## src/rtl/lvds_word_align_4link_pkg.sv

```systemverilog
// Shared constants, FSM state type and rotation helper for the LVDS word aligner.
package lvds_word_align_4link_pkg;

  localparam int unsigned LANE_BITS     = 7;
  localparam int unsigned DATA_LANES    = 4;
  localparam int unsigned LINK_BITS_IN  = 35;
  localparam int unsigned LINK_BITS_OUT = 28;

  localparam logic [LANE_BITS-1:0] LVDS_CLK_PATTERN = 7'b1100011;

  typedef enum logic [1:0] {
    SEARCH = 2'd0,
    SLIP   = 2'd1,
    LOCKED = 2'd2
  } align_state_e;

  function automatic logic [2:0] next_rot(input logic [2:0] r);
    return (r == 3'd6) ? 3'd0 : r + 3'd1;
  endfunction

endpackage

```

## src/rtl/lvds_link_align.sv

```systemverilog
// One LVDS link: two-stage capture/rotate pipeline plus the word-phase lock FSM.
module lvds_link_align
  import lvds_word_align_4link_pkg::*;
#(
  parameter logic [LANE_BITS-1:0] CLK_PATTERN = LVDS_CLK_PATTERN,
  parameter int unsigned          LOCK_CNT    = 16,
  parameter int unsigned          ERR_CNT     = 4
) (
  input  logic                     clk_i,
  input  logic                     rst_ni,
  input  logic                     din_valid_i,
  input  logic [LINK_BITS_IN-1:0]  din_i,
  output logic [LINK_BITS_OUT-1:0] data_o,
  output logic                     lock_o,
  output logic                     lock_next_o,
  output logic [2:0]               rot_o
);

  localparam logic [7:0] LOCK_LAST = 8'(LOCK_CNT - 1);
  localparam logic [7:0] ERR_LAST  = 8'(ERR_CNT - 1);

  logic [LINK_BITS_IN-1:0]  cur_q, prev_q;
  logic [LINK_BITS_IN-1:0]  aligned;
  logic [LINK_BITS_OUT-1:0] data_q;
  logic                     match_q;
  logic                     vld1_q, vld2_q;
  logic [13:0]              cat, sh;

  align_state_e state_q, state_d;
  logic [7:0]   cnt_q, cnt_d, err_q, err_d;
  logic [2:0]   rot_q, rot_d;

  always_comb begin
    aligned = '0;
    cat     = '0;
    sh      = '0;
    for (int unsigned k = 0; k < DATA_LANES + 1; k++) begin
      cat = {prev_q[LANE_BITS*k +: LANE_BITS], cur_q[LANE_BITS*k +: LANE_BITS]};
      sh  = cat >> rot_q;
      aligned[LANE_BITS*k +: LANE_BITS] = sh[LANE_BITS-1:0];
    end
  end

  // vld1/vld2 follow the data through the pipe so the FSM only judges
  // match flags derived from words captured while the deserializer was ready.
  always_ff @(posedge clk_i or negedge rst_ni) begin
    if (!rst_ni) begin
      cur_q   <= '0;
      prev_q  <= '0;
      data_q  <= '0;
      match_q <= 1'b0;
      vld1_q  <= 1'b0;
      vld2_q  <= 1'b0;
    end else begin
      cur_q   <= din_i;
      prev_q  <= cur_q;
      data_q  <= aligned[LINK_BITS_OUT-1:0];
      match_q <= (aligned[LINK_BITS_IN-1 -: LANE_BITS] == CLK_PATTERN);
      vld1_q  <= din_valid_i;
      vld2_q  <= vld1_q;
    end
  end

  always_ff @(posedge clk_i or negedge rst_ni) begin
    if (!rst_ni) begin
      state_q <= SEARCH;
      cnt_q   <= '0;
      err_q   <= '0;
      rot_q   <= '0;
    end else begin
      state_q <= state_d;
      cnt_q   <= cnt_d;
      err_q   <= err_d;
      rot_q   <= rot_d;
    end
  end

  always_comb begin
    state_d = state_q;
    cnt_d   = cnt_q;
    err_d   = err_q;
    rot_d   = rot_q;
    if (!din_valid_i) begin
      state_d = SEARCH;
      cnt_d   = '0;
      err_d   = '0;
    end else begin
      unique case (state_q)
        SEARCH: begin
          if (vld2_q) begin
            if (match_q) begin
              if (cnt_q == LOCK_LAST) begin
                state_d = LOCKED;
                cnt_d   = '0;
              end else begin
                cnt_d = cnt_q + 8'd1;
              end
            end else begin
              cnt_d   = '0;
              rot_d   = next_rot(rot_q);
              state_d = SLIP;
            end
          end
        end
        SLIP: state_d = SEARCH;
        LOCKED: begin
          if (vld2_q) begin
            if (match_q) begin
              err_d = '0;
            end else if (err_q == ERR_LAST) begin
              state_d = SEARCH;
              cnt_d   = '0;
              err_d   = '0;
            end else begin
              err_d = err_q + 8'd1;
            end
          end
        end
        default: state_d = SEARCH;
      endcase
    end
  end

  assign data_o      = data_q;
  assign lock_o      = (state_q == LOCKED);
  assign lock_next_o = (state_d == LOCKED);
  assign rot_o       = rot_q;

endmodule

```

## src/rtl/lvds_word_align_4link.sv

```systemverilog
// Word-boundary aligner for PIXEL_NUM LVDS links feeding the LVDS-to-RGB unpacker.
module lvds_word_align_4link
  import lvds_word_align_4link_pkg::*;
#(
  parameter int unsigned          PIXEL_NUM   = 4,
  parameter logic [LANE_BITS-1:0] CLK_PATTERN = LVDS_CLK_PATTERN,
  parameter int unsigned          LOCK_CNT    = 16,
  parameter int unsigned          ERR_CNT     = 4
) (
  input  logic                                CLK_I,
  input  logic                                RSTN_I,
  input  logic                                DIN_VALID_I,
  input  logic [PIXEL_NUM*LINK_BITS_IN-1:0]   DIN_I,
  output logic [PIXEL_NUM*LINK_BITS_OUT-1:0]  DATA_O,
  output logic                                VALID_O,
  output logic [PIXEL_NUM-1:0]                LOCK_O,
  output logic [PIXEL_NUM*3-1:0]              ROT_O
);

  logic [PIXEL_NUM-1:0] lock_next;
  logic                 valid_q;

  for (genvar g = 0; g < PIXEL_NUM; g++) begin : g_link
    lvds_link_align #(
      .CLK_PATTERN(CLK_PATTERN),
      .LOCK_CNT   (LOCK_CNT),
      .ERR_CNT    (ERR_CNT)
    ) u_link (
      .clk_i      (CLK_I),
      .rst_ni     (RSTN_I),
      .din_valid_i(DIN_VALID_I),
      .din_i      (DIN_I[LINK_BITS_IN*g +: LINK_BITS_IN]),
      .data_o     (DATA_O[LINK_BITS_OUT*g +: LINK_BITS_OUT]),
      .lock_o     (LOCK_O[g]),
      .lock_next_o(lock_next[g]),
      .rot_o      (ROT_O[3*g +: 3])
    );
  end

  // Registered from the links' next-state so VALID_O moves on the same edge as LOCK_O.
  always_ff @(posedge CLK_I or negedge RSTN_I) begin
    if (!RSTN_I) valid_q <= 1'b0;
    else         valid_q <= DIN_VALID_I & (&lock_next);
  end

  assign VALID_O = valid_q;

endmodule

```

## config.mk

```make
export PLATFORM = sky130hd
export DESIGN_NAME = lvds_word_align_4link
export DESIGN_NICKNAME = d
export VERILOG_FILES = /design/src/rtl/lvds_word_align_4link_pkg.sv /design/src/rtl/lvds_link_align.sv /design/src/rtl/lvds_word_align_4link.sv
export SDC_FILE = /design/constraint.sdc
export NUM_CORES = 1
export LEC_CHECK = 0
export CORE_ASPECT_RATIO = 2
export CORE_MARGIN = 8
export CORE_UTILIZATION = 53
export CTS_CLUSTER_SIZE = 25
export DETAILED_ROUTE_END_ITERATION = 8
export GPL_TIMING_DRIVEN = 0
export PLACE_DENSITY = 0.89
export SLEW_MARGIN = 20
export SYNTH_ARGS = -nofsm -noshare
export SYNTH_HDL_FRONTEND = slang
export SYNTH_SLANG_ARGS = --single-unit
```

## constraint.sdc

```tcl
create_clock -name CLK_I -period 5.7 [get_ports CLK_I]
set_input_delay 0.855 -clock CLK_I [delete_from_list [all_inputs] [get_ports CLK_I]]
set_output_delay 0.855 -clock CLK_I [all_outputs]
set_load 0.05 [all_outputs]
```

==> qor.txt <==
Core Region: 38000 sq um
DP HPWL: 43800 um
worst r2r path cells: 7
Design Area, Final: 25400 sq um
WP buf/inv: 3
gr ovfl total: 0
CTS clk-pin slew, worst paths: 0.07 ns
relative max-transition margin: 31.0%
DR iter-0 viols: 1331
#FFs+latches synth: 483
min Tclk post-route: 3.47 ns
via density per instance: 6.02
first-pass GRT wire length: 92400 um
Initial DRT Pass Iterations: 6
yosys warns: 0
RSZ-0062 raised after global routing: false
Synth cell types: 65
Hold Crit Class: in2async
peak supply drop: 466 uV
asr flop ratio synth: 100%
Crit Path Category: reg2reg
reg2reg end: g_link[2].u_link.match_q
Post-CTS Setup Bufs: 0
worst r2r src: g_link[2].u_link.rot_o[1]
largest delay contributor family on the critical path: buffers and inverters
CTS tree: yes
IO Pins: 272
drt drc: 0
flop2flop setup slack: 2.23 ns
Finished Core Util: 66.9%
Root Driver: clkbuf_16
most frequent cells in the layout: dfrtp_1 (483), clkdlybuf4s50_1 (270), nand2_1 (212)
Area growth syn-to-layout: 24.5%
final hold violation count: 0
clk_lat worst skew: 0.57 ns
GRT Overall Usage: 26.4%
DIE WIDTH: 155 um
hold_buf cts: 0
# H-tree levels: 2
Main synth FF type: dfrtp_1
layout cells sized above 1: 12.0%
Mapped Cells: 1682
Starting Density: 53.7%
drt wl/cell: 23.2 um
die height: 294 um
worst path arrival time: 3.85 ns
Worst Tran Pin Value: 1.02 ns
antenna-violating nets left: 0
Post-synth EDFFs: 0
vias in the first global route: 16500
cell mode on critical path: clkbuf_1
post-synthesis cell area: 20400 sq um
Max Slew Vio Count: 0
status: finished, final reports clean
Die ar.: 45400 sq um
Synth Area per Inst: 12.1 sq um
sequential-to-total area share from yosys stat: 59.2%
Final setup viols: 0
CP required: 6.08 ns
Max Clk Rate: 0.288 GHz
Pleak: 10.7 nW
CP Capture Type: register
IO Port Bufs: 271
DP Area: 23900 sq um
Vias: 15400
Max-Cap Viols: 0
P per Cell Area: 545 nW/um^2
largest net degree at the start of global routing: 107
fin nets: 2153
part of the cycle the worst path needs: 60.9%
Critical Path Start Type: register
CTS resizes: 0
Clock Skews: 0.0220 ns
DRT Wirelength: 59300 um
clock buffer depth: 3
Mapped Nets: 1833
CTS sink cnt: 483
floorplan row count: 101
initial antenna violation count: 5
worst-path maximum fanout: 10
crit path cell chain: clkbuf_1, buf_1, clkbuf_1, nand3b_1, o221ai_1, o2111ai_1, o41ai_1
critical path's largest stage delay: 0.84 ns
Fillers: 2720
Placer Congestion: 0.964
TritonCTS buffer count: 42
commonest non-fill, non-tap cell in the layout: dfrtp_1
slowest cell on the critical path: clkbuf_1
## Yosys cell counts, types with 9 or more instances
library cell | number | area, sq um
a31oi_1 | 21 | 131
mux2i_1 | 90 | 901
and3_1 | 20 | 125
o211ai_1 | 10 | 75.1
nor2_1 | 103 | 387
nor3_1 | 15 | 75.1
mux4_2 | 76 | 1710
nor2b_1 | 13 | 81.3
buf_1 | 27 | 101
o21ai_0 | 136 | 681
nand3_1 | 29 | 145
o31ai_1 | 13 | 97.6
clkbuf_1 | 65 | 244
a21oi_1 | 101 | 505
inv_1 | 19 | 71.3
and3b_1 | 9 | 78.8
mux2_2 | 69 | 777
nand2_1 | 212 | 796
nand2b_1 | 29 | 181
dfrtp_1 | 483 | 12100
## where the power goes
part	switching [mW]	internal (mW)	total [mW]
Sequential	0.286	4.01	4.30
Clock	1.30	1.77	3.08
Combinational	4.23	2.25	6.48
## cells by family after synthesis
| group | Yosys count | synth area share [%] |
|---|---|---|
| AND/OR/NAND/NOR | 487 | 11.3 |
| flip-flops | 483 | 59.2 |
| AO/OA/AOI/OAI | 343 | 9.85 |
| multiplexers | 235 | 16.6 |
| buffers and inverters | 119 | 2.30 |
| adder cells (fa/ha/maj) | 8 | 0.490 |
| XOR/XNOR | 7 | 0.300 |
## how the worst max path moves through the flow
stage / startpoint / slack (ns) / end / cells after the start
6_report: g_link[2].u_link.rot_o[1] / 2.23 / g_link[2].u_link.match_q / 7
5_1_grt: g_link[2].u_link.rot_o[1] / 2.24 / g_link[2].u_link.match_q / 7
4_1_cts: g_link[2].u_link.rot_o[1] / 2.32 / g_link[2].u_link.match_q / 7
3_5_place_dp: DIN_VALID_I / 2.07 / VALID_O / 7
3_3_place_gp: RSTN_I / -16.02 / g_link[1].u_link.prev_q[25] / 1
2_1_floorplan: DIN_VALID_I / 3.26 / g_link[0].u_link.cnt_q[5] / 6
## state kept, by name (all words and copies together), names as in the netlist
register               count
VALID_O                    1
g_link.u_link.data_o     112
g_link.u_link.cur_q      140
g_link.u_link.rot_o       12
g_link.u_link.cnt_q       32
g_link.u_link.state_q      8
g_link.u_link.match_q      4
g_link.u_link.vld1_q       1
g_link.u_link.err_q       32
g_link.u_link.vld2_q       1
g_link.u_link.prev_q     140
## metrics by stage
step                      power, mW  TNS (ns)  hold slack (ns)  setup slack [ns]  std cells
final                          13.9         0            0.212              2.23       2554
after detailed placement       10.7         0            0.353              2.07       2473
after global placement         10.7  -7695.48            0.340            -16.02       2468
after global routing           14.4         0            0.247              2.24       2553
after floorplan                8.47         0            0.331              3.26       1682
after CTS                      13.9         0            0.218              2.32       2549
## final cells by class
class / count / area, sq um / area share (%)
timing repair buffer: 276 / 2860 / 11.2
multi-input combinational: 1080 / 7880 / 31.0
sequential: 483 / 12100 / 47.5
clock buffer: 59 / 1220 / 4.78
buffer: 97 / 387 / 1.52
tap: 515 / 644 / 2.53
inverter: 22 / 82.6 / 0.325
clock inverter: 17 / 263 / 1.03
antenna: 5 / 12.5 / 0.0492
## layer usage
metal	vias to the layer above	global-route usage, %	share of wire (%)	routed length [um]
li1	6685	-	-	-
met1	7603	26.3	32	19100
met2	877	50.1	56	33200
met3	217	4.84	6.8	4050
met4	0	14.7	5.0	2970
met5	-	0	0	0
(Power assumes the default switching activity.)
